===== src/rtl/codemem_wr_arb.sv =====
// codemem_wr_arb: arbitrates the code-memory write port between two burst loaders
// and a full-memory clear sweep; all write outputs are registered.
module codemem_wr_arb #(
    parameter int CODE_ADDR_WIDTH = 10,
    parameter int CODE_DATA_WIDTH = 64,
    parameter logic [CODE_DATA_WIDTH-1:0] CLEAR_WORD = 64'h0006_0000_0000_0000
) (
    input  logic                       clk_i,
    input  logic                       rst_n_i,
    input  logic                       hold_i,
    input  logic                       clear_req_i,
    output logic                       clear_busy_o,
    output logic                       clear_done_o,
    input  logic                       s0_valid_i,
    output logic                       s0_ready_o,
    input  logic [CODE_ADDR_WIDTH-1:0] s0_addr_i,
    input  logic [CODE_DATA_WIDTH-1:0] s0_data_i,
    input  logic                       s0_last_i,
    input  logic                       s1_valid_i,
    output logic                       s1_ready_o,
    input  logic [CODE_ADDR_WIDTH-1:0] s1_addr_i,
    input  logic [CODE_DATA_WIDTH-1:0] s1_data_i,
    input  logic                       s1_last_i,
    output logic [1:0]                 grant_o,
    output logic [CODE_ADDR_WIDTH-1:0] code_mem_wr_addr_o,
    output logic [CODE_DATA_WIDTH-1:0] code_mem_wr_data_o,
    output logic                       code_mem_wr_en_o
);
    typedef enum logic [1:0] {IDLE, GNT0, GNT1, CLEAR} state_t;
    localparam logic [CODE_ADDR_WIDTH-1:0] CNT_MAX = '1;

    state_t                     state_q, state_d;
    logic                       pend_q, pend_d;
    logic                       last_q, last_d;
    logic [CODE_ADDR_WIDTH-1:0] cnt_q, cnt_d;
    logic                       en_q, en_d;
    logic                       done_q, done_d;
    logic [CODE_ADDR_WIDTH-1:0] addr_q, addr_d;
    logic [CODE_DATA_WIDTH-1:0] data_q, data_d;

    always_ff @(posedge clk_i) begin
        if (!rst_n_i) begin
            state_q <= IDLE;
            pend_q  <= 1'b0;
            last_q  <= 1'b1;
            cnt_q   <= '0;
            en_q    <= 1'b0;
            done_q  <= 1'b0;
            addr_q  <= '0;
            data_q  <= '0;
        end else begin
            state_q <= state_d;
            pend_q  <= pend_d;
            last_q  <= last_d;
            cnt_q   <= cnt_d;
            en_q    <= en_d;
            done_q  <= done_d;
            addr_q  <= addr_d;
            data_q  <= data_d;
        end
    end

    always_comb begin
        state_d = state_q;
        pend_d  = pend_q || (clear_req_i && state_q != CLEAR);
        last_d  = last_q;
        cnt_d   = cnt_q;
        en_d    = 1'b0;
        done_d  = 1'b0;
        addr_d  = addr_q;
        data_d  = data_q;
        case (state_q)
            IDLE: begin
                if (!hold_i) begin
                    // a pending clear outranks both loaders; a fresh request this cycle re-arms it
                    if (pend_q) begin
                        state_d = CLEAR;
                        cnt_d   = '0;
                        pend_d  = clear_req_i;
                    end else if (s0_valid_i && s1_valid_i) begin
                        state_d = last_q ? GNT0 : GNT1;
                    end else if (s0_valid_i) begin
                        state_d = GNT0;
                    end else if (s1_valid_i) begin
                        state_d = GNT1;
                    end
                end
            end
            GNT0: begin
                if (s0_valid_i) begin
                    en_d   = 1'b1;
                    addr_d = s0_addr_i;
                    data_d = s0_data_i;
                    if (s0_last_i) begin
                        state_d = IDLE;
                        last_d  = 1'b0;
                    end
                end
            end
            GNT1: begin
                if (s1_valid_i) begin
                    en_d   = 1'b1;
                    addr_d = s1_addr_i;
                    data_d = s1_data_i;
                    if (s1_last_i) begin
                        state_d = IDLE;
                        last_d  = 1'b1;
                    end
                end
            end
            CLEAR: begin
                en_d   = 1'b1;
                addr_d = cnt_q;
                data_d = CLEAR_WORD;
                cnt_d  = cnt_q + 1'b1;
                if (cnt_q == CNT_MAX) begin
                    done_d  = 1'b1;
                    state_d = IDLE;
                end
            end
            default: state_d = IDLE;
        endcase
    end

    assign s0_ready_o         = state_q == GNT0;
    assign s1_ready_o         = state_q == GNT1;
    assign grant_o            = {state_q == GNT1, state_q == GNT0};
    assign clear_busy_o       = pend_q || state_q == CLEAR;
    assign clear_done_o       = done_q;
    assign code_mem_wr_en_o   = en_q;
    assign code_mem_wr_addr_o = addr_q;
    assign code_mem_wr_data_o = data_q;
endmodule


===== config.mk =====
export PLATFORM = sky130hd
export DESIGN_NAME = codemem_wr_arb
export DESIGN_NICKNAME = d
export VERILOG_FILES = /design/src/rtl/codemem_wr_arb.sv
export SDC_FILE = /design/constraint.sdc
export NUM_CORES = 1
export LEC_CHECK = 0
export CAP_MARGIN = 20
export CORE_ASPECT_RATIO = 0.6
export CORE_MARGIN = 2
export CORE_UTILIZATION = 35
export CTS_BUF_LIST = sky130_fd_sc_hd__clkbuf_2
export CTS_CLUSTER_SIZE = 24
export DETAILED_ROUTE_END_ITERATION = 7
export PLACE_DENSITY = 0.75
export SLEW_MARGIN = 0
export SYNTH_ARGS = -nofsm -noshare
export SYNTH_HDL_FRONTEND = slang
export SYNTH_SLANG_ARGS = --single-unit
export TNS_END_PERCENT = 30

===== constraint.sdc =====
create_clock -name clk_i -period 1.9 [get_ports clk_i]
set_clock_uncertainty 0.1 [all_clocks]
set_input_delay 0.38 -clock clk_i [delete_from_list [all_inputs] [get_ports clk_i]]
set_output_delay 0.38 -clock clk_i [all_outputs]
set_load 0.05 [all_outputs]

==> flow_metrics.env <==
export IMPL_synth_edf_count=0
export IMPL_coreArea_sq_um=11300
export IMPL_die_x_microns=143
export IMPL_htreeDepth=3
export IMPL_start_util_pct=36.0
export IMPL_post_route_util_pct=61.8
export IMPL_crit_path_end_kind="output pin"
export IMPL_cts_made_buffers=9
export IMPL_die_area_sq_um=12600
export IMPL_grt_pass1_vias=4395
export IMPL_worst_ep_required_time_ns=1.42
export IMPL_syn_inst=453
export IMPL_drc=0
export IMPL_synth_top_cell_area_share_pct=44.2
export IMPL_cts_sinks=90
export IMPL_ys_warn_count=0
export IMPL_synth_cell_area_sq_um=4080
export IMPL_critPathTopFamily="buffers and inverters"
export IMPL_synth_seq_area_share_pct=44.2
export IMPL_slowest_delay_ns=0.42
export IMPL_antenna_found_initial=0
export IMPL_gp_congestion=0.829
export IMPL_yosysUniqueCellTypes=44
export IMPL_antenna_cells=0
export IMPL_yosys_top_cells_count="dfxtp_1, nor2_1, a221oi_1, nor3b_1, clkbuf_1"
export IMPL_dp_hpwl_microns=10300
export IMPL_fin_cells=866
export IMPL_outcome="finished with violations"
export IMPL_maxCapViolCount=0
export IMPL_combPwrFrac_pct=43.7
export IMPL_pwr_share_seq_pct=39.9
export IMPL_intPower_w=0.00331
export IMPL_grt_total_usage_pct=21.9
export IMPL_syn2layout_area_growth_pct=71.9
export IMPL_dp_cells=832
export IMPL_switching_share_pct=39.7
export IMPL_drt_wl_total_microns=14300
export IMPL_startpoint_type="flop"
export IMPL_cts_tree="done"
export IMPL_crit_fanout=9
export IMPL_via_per_inst=5.18
export IMPL_async_flop_share_pct=0
export IMPL_die_h_microns=87.6
export IMPL_drive_gt1_share_pct=23.1
export IMPL_port_buffers=236
export IMPL_firstDrtPassIters=4
export IMPL_period_share_pct=104
export IMPL_worst_path_most_repeated_cell="buf_12"
export IMPL_synthesis_nets=610
export IMPL_yosys_area_top_type="dfxtp_1"
export IMPL_root_buffer="clkbuf_2"
export IMPL_clk_pin_slew_ns=0.26
export IMPL_yosysMostFrequentCell="dfxtp_1"
export IMPL_boundaryPins=237
export IMPL_criticalPathCategory="flop to output pin"
export IMPL_ir_drop_v=0.000407
export IMPL_slew_headroom_pct=73.5
export IMPL_yosys_top_cells_area="dfxtp_1, a221oi_1, nor3b_1"
export IMPL_cellLeakagePower_nw=2.66
export IMPL_n_fill_cell=971
export IMPL_path_buf_inv=4
export IMPL_rsz0062_at_grt="yes"
export IMPL_num_nets_final=858
export IMPL_synth_top_flop_cell="dfxtp_1"
export IMPL_grt_overflow=0
export IMPL_fmax_ghz=0.505
export IMPL_seqCellArea_sq_um=1810
export IMPL_setup_slack_ns=-0.0812
export IMPL_grt_max_degree=37
export IMPL_insertion_delay_ns=0.54
export IMPL_num_rows=30
export IMPL_crit_chain="buf_12 > nand2_2 > inv_2 > buf_12 > buf_12"
export IMPL_pwr_share_clk_pct=16.4
export IMPL_power_density_nw_per_um2=784
export IMPL_slowest_stage="dfxtp_4"
export IMPL_period_needed_ns=1.98
export IMPL_slew_violations=0
export IMPL_grt_pass1_wl_microns=21700
export IMPL_drt_initial_drc_count=173
export IMPL_cts_path_max_buffers=2
export IMPL_ant_nets=0
export IMPL_p_sw_w=0.00218
export IMPL_violations="setup timing"
export IMPL_multi_input_area_sq_um=2140
export IMPL_yosys_register_bits=90
export IMPL_tightest_slew_ns=0.398
export IMPL_hold_viol=0
export IMPL_avgRoutedWirePerCell_microns=16.5
export IMPL_syn_avg_cell_area_sq_um=9.00
export IMPL_setup_violations_final=6
export IMPL_hold_path_class="primary input to flop"
export IMPL_cp_arrival_ns=1.50
export IMPL_vias=4487
## placed cells by master (no fill, tap or decap), drive strengths merged, types with 3 or more instances in the layout
cell / n
a21boi: 12
xnor2: 5
nand2: 30
nor2: 75
buf: 126
o211ai: 10
nor3b: 62
a221oi: 62
clkdlybuf4s50: 154
clkinv: 4
inv: 7
dfxtp: 90
nand4: 3
clkbuf: 10
xor2: 3
a21oi: 6
mux2i: 10
nand3: 3
a211oi: 3
o21ai: 4
## sequential cells by signal, indices dropped and copies added, names as in the netlist
register            count
code_mem_wr_en_o        1
code_mem_wr_addr_o     10
last_q                  1
clear_done_o            1
code_mem_wr_data_o     64
cnt_q                  10
pend_q                  1
state_q                 2
## through the flow
step	total power [W]	hold slack (ns)	instance area [sq um]	setup TNS (ns)	worst slack [ns]
2_1_floorplan	0.00353	0.405	4090	0	0.00211
3_3_place_gp	0.00444	0.353	6630	-1.95	-0.302
3_5_place_dp	0.00449	0.360	6630	-4.29	-0.303
4_1_cts	0.00550	0.307	6900	-0.792	-0.174
5_1_grt	0.00579	0.318	7010	-1.40	-0.221
6_report	0.00550	0.342	7010	-0.413	-0.0812
## worst paths after layout
| path | startpoint | to | slack (ns) | cells after the start |
|---|---|---|---|---|
| worst max-delay path | state_q[1] | s1_ready_o | -0.08 | 5 |
| worst min-delay path | s1_data_i[50] | code_mem_wr_data_o[50] | 0.34 | 3 |
| worst max register to register | state_q[1] | cnt_q[9] | -0.03 | 5 |
| worst min register to register | code_mem_wr_addr_o[4] | code_mem_wr_addr_o[4] | 0.37 | 2 |
## kinds of logic after synthesis
logic type,Yosys count,share of synthesized area [%]
flip-flops,90,44.2
adder cells (fa/ha/maj),1,0.307
buffers and inverters,51,5.34
AND/OR/NAND/NOR,183,23.7
AO/OA/AOI/OAI,110,22.3
XOR/XNOR,8,1.72
multiplexers,10,2.46
## per-layer routing
metal  global-route usage [%]  share of wire (%)  vias to the layer above
li1                         -                  -                     2172
met2                     37.4                 48                      183
met3                     6.72                8.1                       13
met5                        0                  0                        -
met1                     27.6                 43                     2119
met4                     5.08                1.0                        0
## timing repair
action	in CTS	in global routing
endpoints found under the setup margin	5	19
gates cloned	2	0
endpoints found under the hold margin	1	0
hold buffers	1	0
setup buffers	9	7
pin swaps	4	4
resized for setup	8	15
## cell type report
type                       count  area share, %
timing repair buffer         283           39.1
multi-input combinational    312           30.5
tap                          160           2.86
clock inverter                 6          0.732
inverter                       5          0.304
sequential                    90           25.8
clock buffer                  10          0.714
## worst register-to-register path, stage by stage, from the launching register on
cell       delay, ns
dfxtp_4         0.41
buf_4           0.14
or4b_4          0.63
a2111oi_4       0.34
xnor2_1         0.18
nor2_2          0.04
## power by group through the flow
stage	logic [W]	registers [W]	clock network (W)
2_1_floorplan	0.000682	0.00285	0
3_3_place_gp	0.00222	0.00222	0
3_5_place_dp	0.00226	0.00223	0
4_1_cts	0.00235	0.00219	0.000950
5_1_grt	0.00255	0.00222	0.00102
6_report	0.00240	0.00219	0.000900
Note: power is estimated with default switching activity, not from simulation.
==> RTL edit (same flow settings) <==
Reset style: asynchronous (`rst_n_i`), changed in one clocked block.
--- a/src/rtl/codemem_wr_arb.sv
+++ b/src/rtl/codemem_wr_arb.sv
@@ -39,5 +39,5 @@
     logic [CODE_DATA_WIDTH-1:0] data_q, data_d;
 
-    always_ff @(posedge clk_i) begin
+    always_ff @(posedge clk_i or negedge rst_n_i) begin
         if (!rst_n_i) begin
             state_q <= IDLE;
Check against the original RTL: differs if rst_n_i is asserted again (counterexample within 4 cycles, from zero or initial values and one cycle with rst_n_i low); with rst_n_i held inactive, the same outputs for 10 cycles.
==> RTL edit against the unedited design <==
The flow still finishes with violations (negative setup slack). Core utilization fell by 3.1 points. Final area rose by 3.0%. Non-clock buffer count fell by 15. Area after synthesis rose by 10%. Wire length fell by 0.48%. Synthesized cell count rose by 12%. Sequential share of layout area rose by 5.5 points. Die area rose by 9.7%. Sequential cell count did not move. Setup slack got worse by 67 ps. Largest cell class unchanged. Highest routed layer unchanged.
Power is not compared: it rests on default switching activity, and its combinational part moved more than twofold at a synthesized area within 25%.
==> RTL edit: results (changes against the unedited design) <==
Worst setup path
  • Reg2reg end: state_q[0]
  • Reg-to-reg slack, setup: 100 ps (+130 ps)
  • CP Launch Point: state_q[1]
  • Reg2Reg Launch Point: cnt_q[0]
  • Slowest cell on crit path: dfrtp_4
  • Crit path to: s0_ready_o
  • CP peak stage delay: 570 ps (+150 ps)
  • WP data arrival: 1570 ps (+70 ps)
  • Crit Path Max Fanout: 4 (-5)

Run status
  • Outcome: finished with violations
  • Failing checks: negative setup slack

Layout
  • Footprint of the multi-input gates: 0.00205 mm^2 (-4.2%)
  • Nets@finish: 907 (+5.7%)
  • #MultiIn Comb: 375 (+20%)
  • Inverters: 6 (+1)
  • Share of layout cells above drive strength 1: 18.9% (-4.1 points)
  • Signal buffers: 268 (-5.3%)
  • Buffer share of cell area: 35.4% (-3.7 points)
  • Storage cell area: 0.00226 mm^2 (+25%)
  • Clk cell area share: 1.63% (+0.18 points)
  • Final-layout clock buffer total: 11 (+1)
  • Fillers: 1080 (+11%)

Routing
  • Routed WL per cell: 15.5 um (-6.3%)
  • WL met3: 986 um (-15%)
  • DRT iter0 DRCs: 148 (-14%)
  • Met1 wire length: 6300 um (+1.6%)
  • WL met2: 6800 um (about the same)
  • Via count: 4362 (-2.8%)

GRT
  • Global-route wire length before repair: 22300 um (+3.0%)
  • Gr usage total: 20.5% (-1.5 points)
  • Grt met1 use: 26.8% (-0.82 points)
  • Met3 Track Usage GR: 5.37% (-1.4 points)
  • Met2 GRT Util: 34.3% (-3.1 points)
  • Largest net degree at the start of global routing: 56 (+51%)

Yosys
  • Syn_nets: 666 (+9.2%)
  • Ys flop type: dfrtp_1
  • Synth Area in Compound Gates: 19.2% (-3.1 points)
  • Sequential-to-total area share from yosys stat: 50.2% (+6.0 points)
  • Post-synthesis mux area share: 2.79% (+0.33 points)
  • Synth Area in Adders: 0.279% (-0.028 points)
  • Average size of a mapped cell: 8.82 um^2 (-2.0%)
  • Async SR Flop Fraction: 100% (+100 points)
  • Post-Synth XOR/XNOR Area: 1.37% (-0.35 points)
  • Most area-consuming cells after synthesis: dfrtp_1 (50%), o21ai_0 (9.9%), nor2b_1 (8.8%), nand2_1 (8.0%), a21oi_1 (7.4%)
  • Post-synth cell types: 37 (-16%)
  • Post-synth top cells: nand2_1 (96), dfrtp_1 (89), o21ai_0 (89), a21oi_1 (66), nor2b_1 (63)

Placement
  • Placement Cell Area: 0.00698 mm^2 (+5.2%)
  • Post-DP HPWL: 11100 um (+8.1%)
  • Gpl congestion: 0.889 (+7.2%)
  • Dpl ws: -98.4 ps (+205 ps)

CTS
  • Buffer count from post-CTS setup fixing: 6 (-3)
  • CTS H-tree depth: 3 (unchanged)
  • Resized cells post-CTS: 15 (+7)
  • Root buffer cell: clkbuf_2
  • Clock transition at path regs: 240 ps (-20 ps)

Timing
  • Final worst slack: -148 ps (-67.0 ps)
  • Max-Slew Margin vs Limit: 71.2% (-2.2 points)
  • Final setup violation count: 5 (-1)

Worst hold path
  • Worst Hold Class: in -> async
RTL edit: changes by cell type in the layout (fill, tap and decap cells not counted), moves of 10 or more:
cell and delta:
nand2_1 +66, a221oi_1 -62, a21oi_1 +60, nor3b_1 -62
buf_4 -10, nor2b_1 +60, dfxtp_1 -88, nor2_1 -62
o211ai_1 -10, o21ai_0 +86, dfrtp_1 +87
RTL edit: where the power goes:
part           internal (mW)  switching [mW]
sequential              2.74           0.495
combinational           2.89            5.48
clock                  0.321           0.642
RTL edit: stage by stage:
stage	setup TNS [ps]	hold WS (ps)	std cells
after detailed placement	-1880	287	897
final	-422	213	920
after CTS	-756	159	920
after global routing	-1040	156	920
after global placement	-452	281	897
after floorplan	0	-15.6	509
RTL edit: critical path, delay by kind of cell (launching register included):
family | cells | cell delay (ps)
simple gates | 1 | 170
buf+inv | 2 | 300
flops | 1 | 570
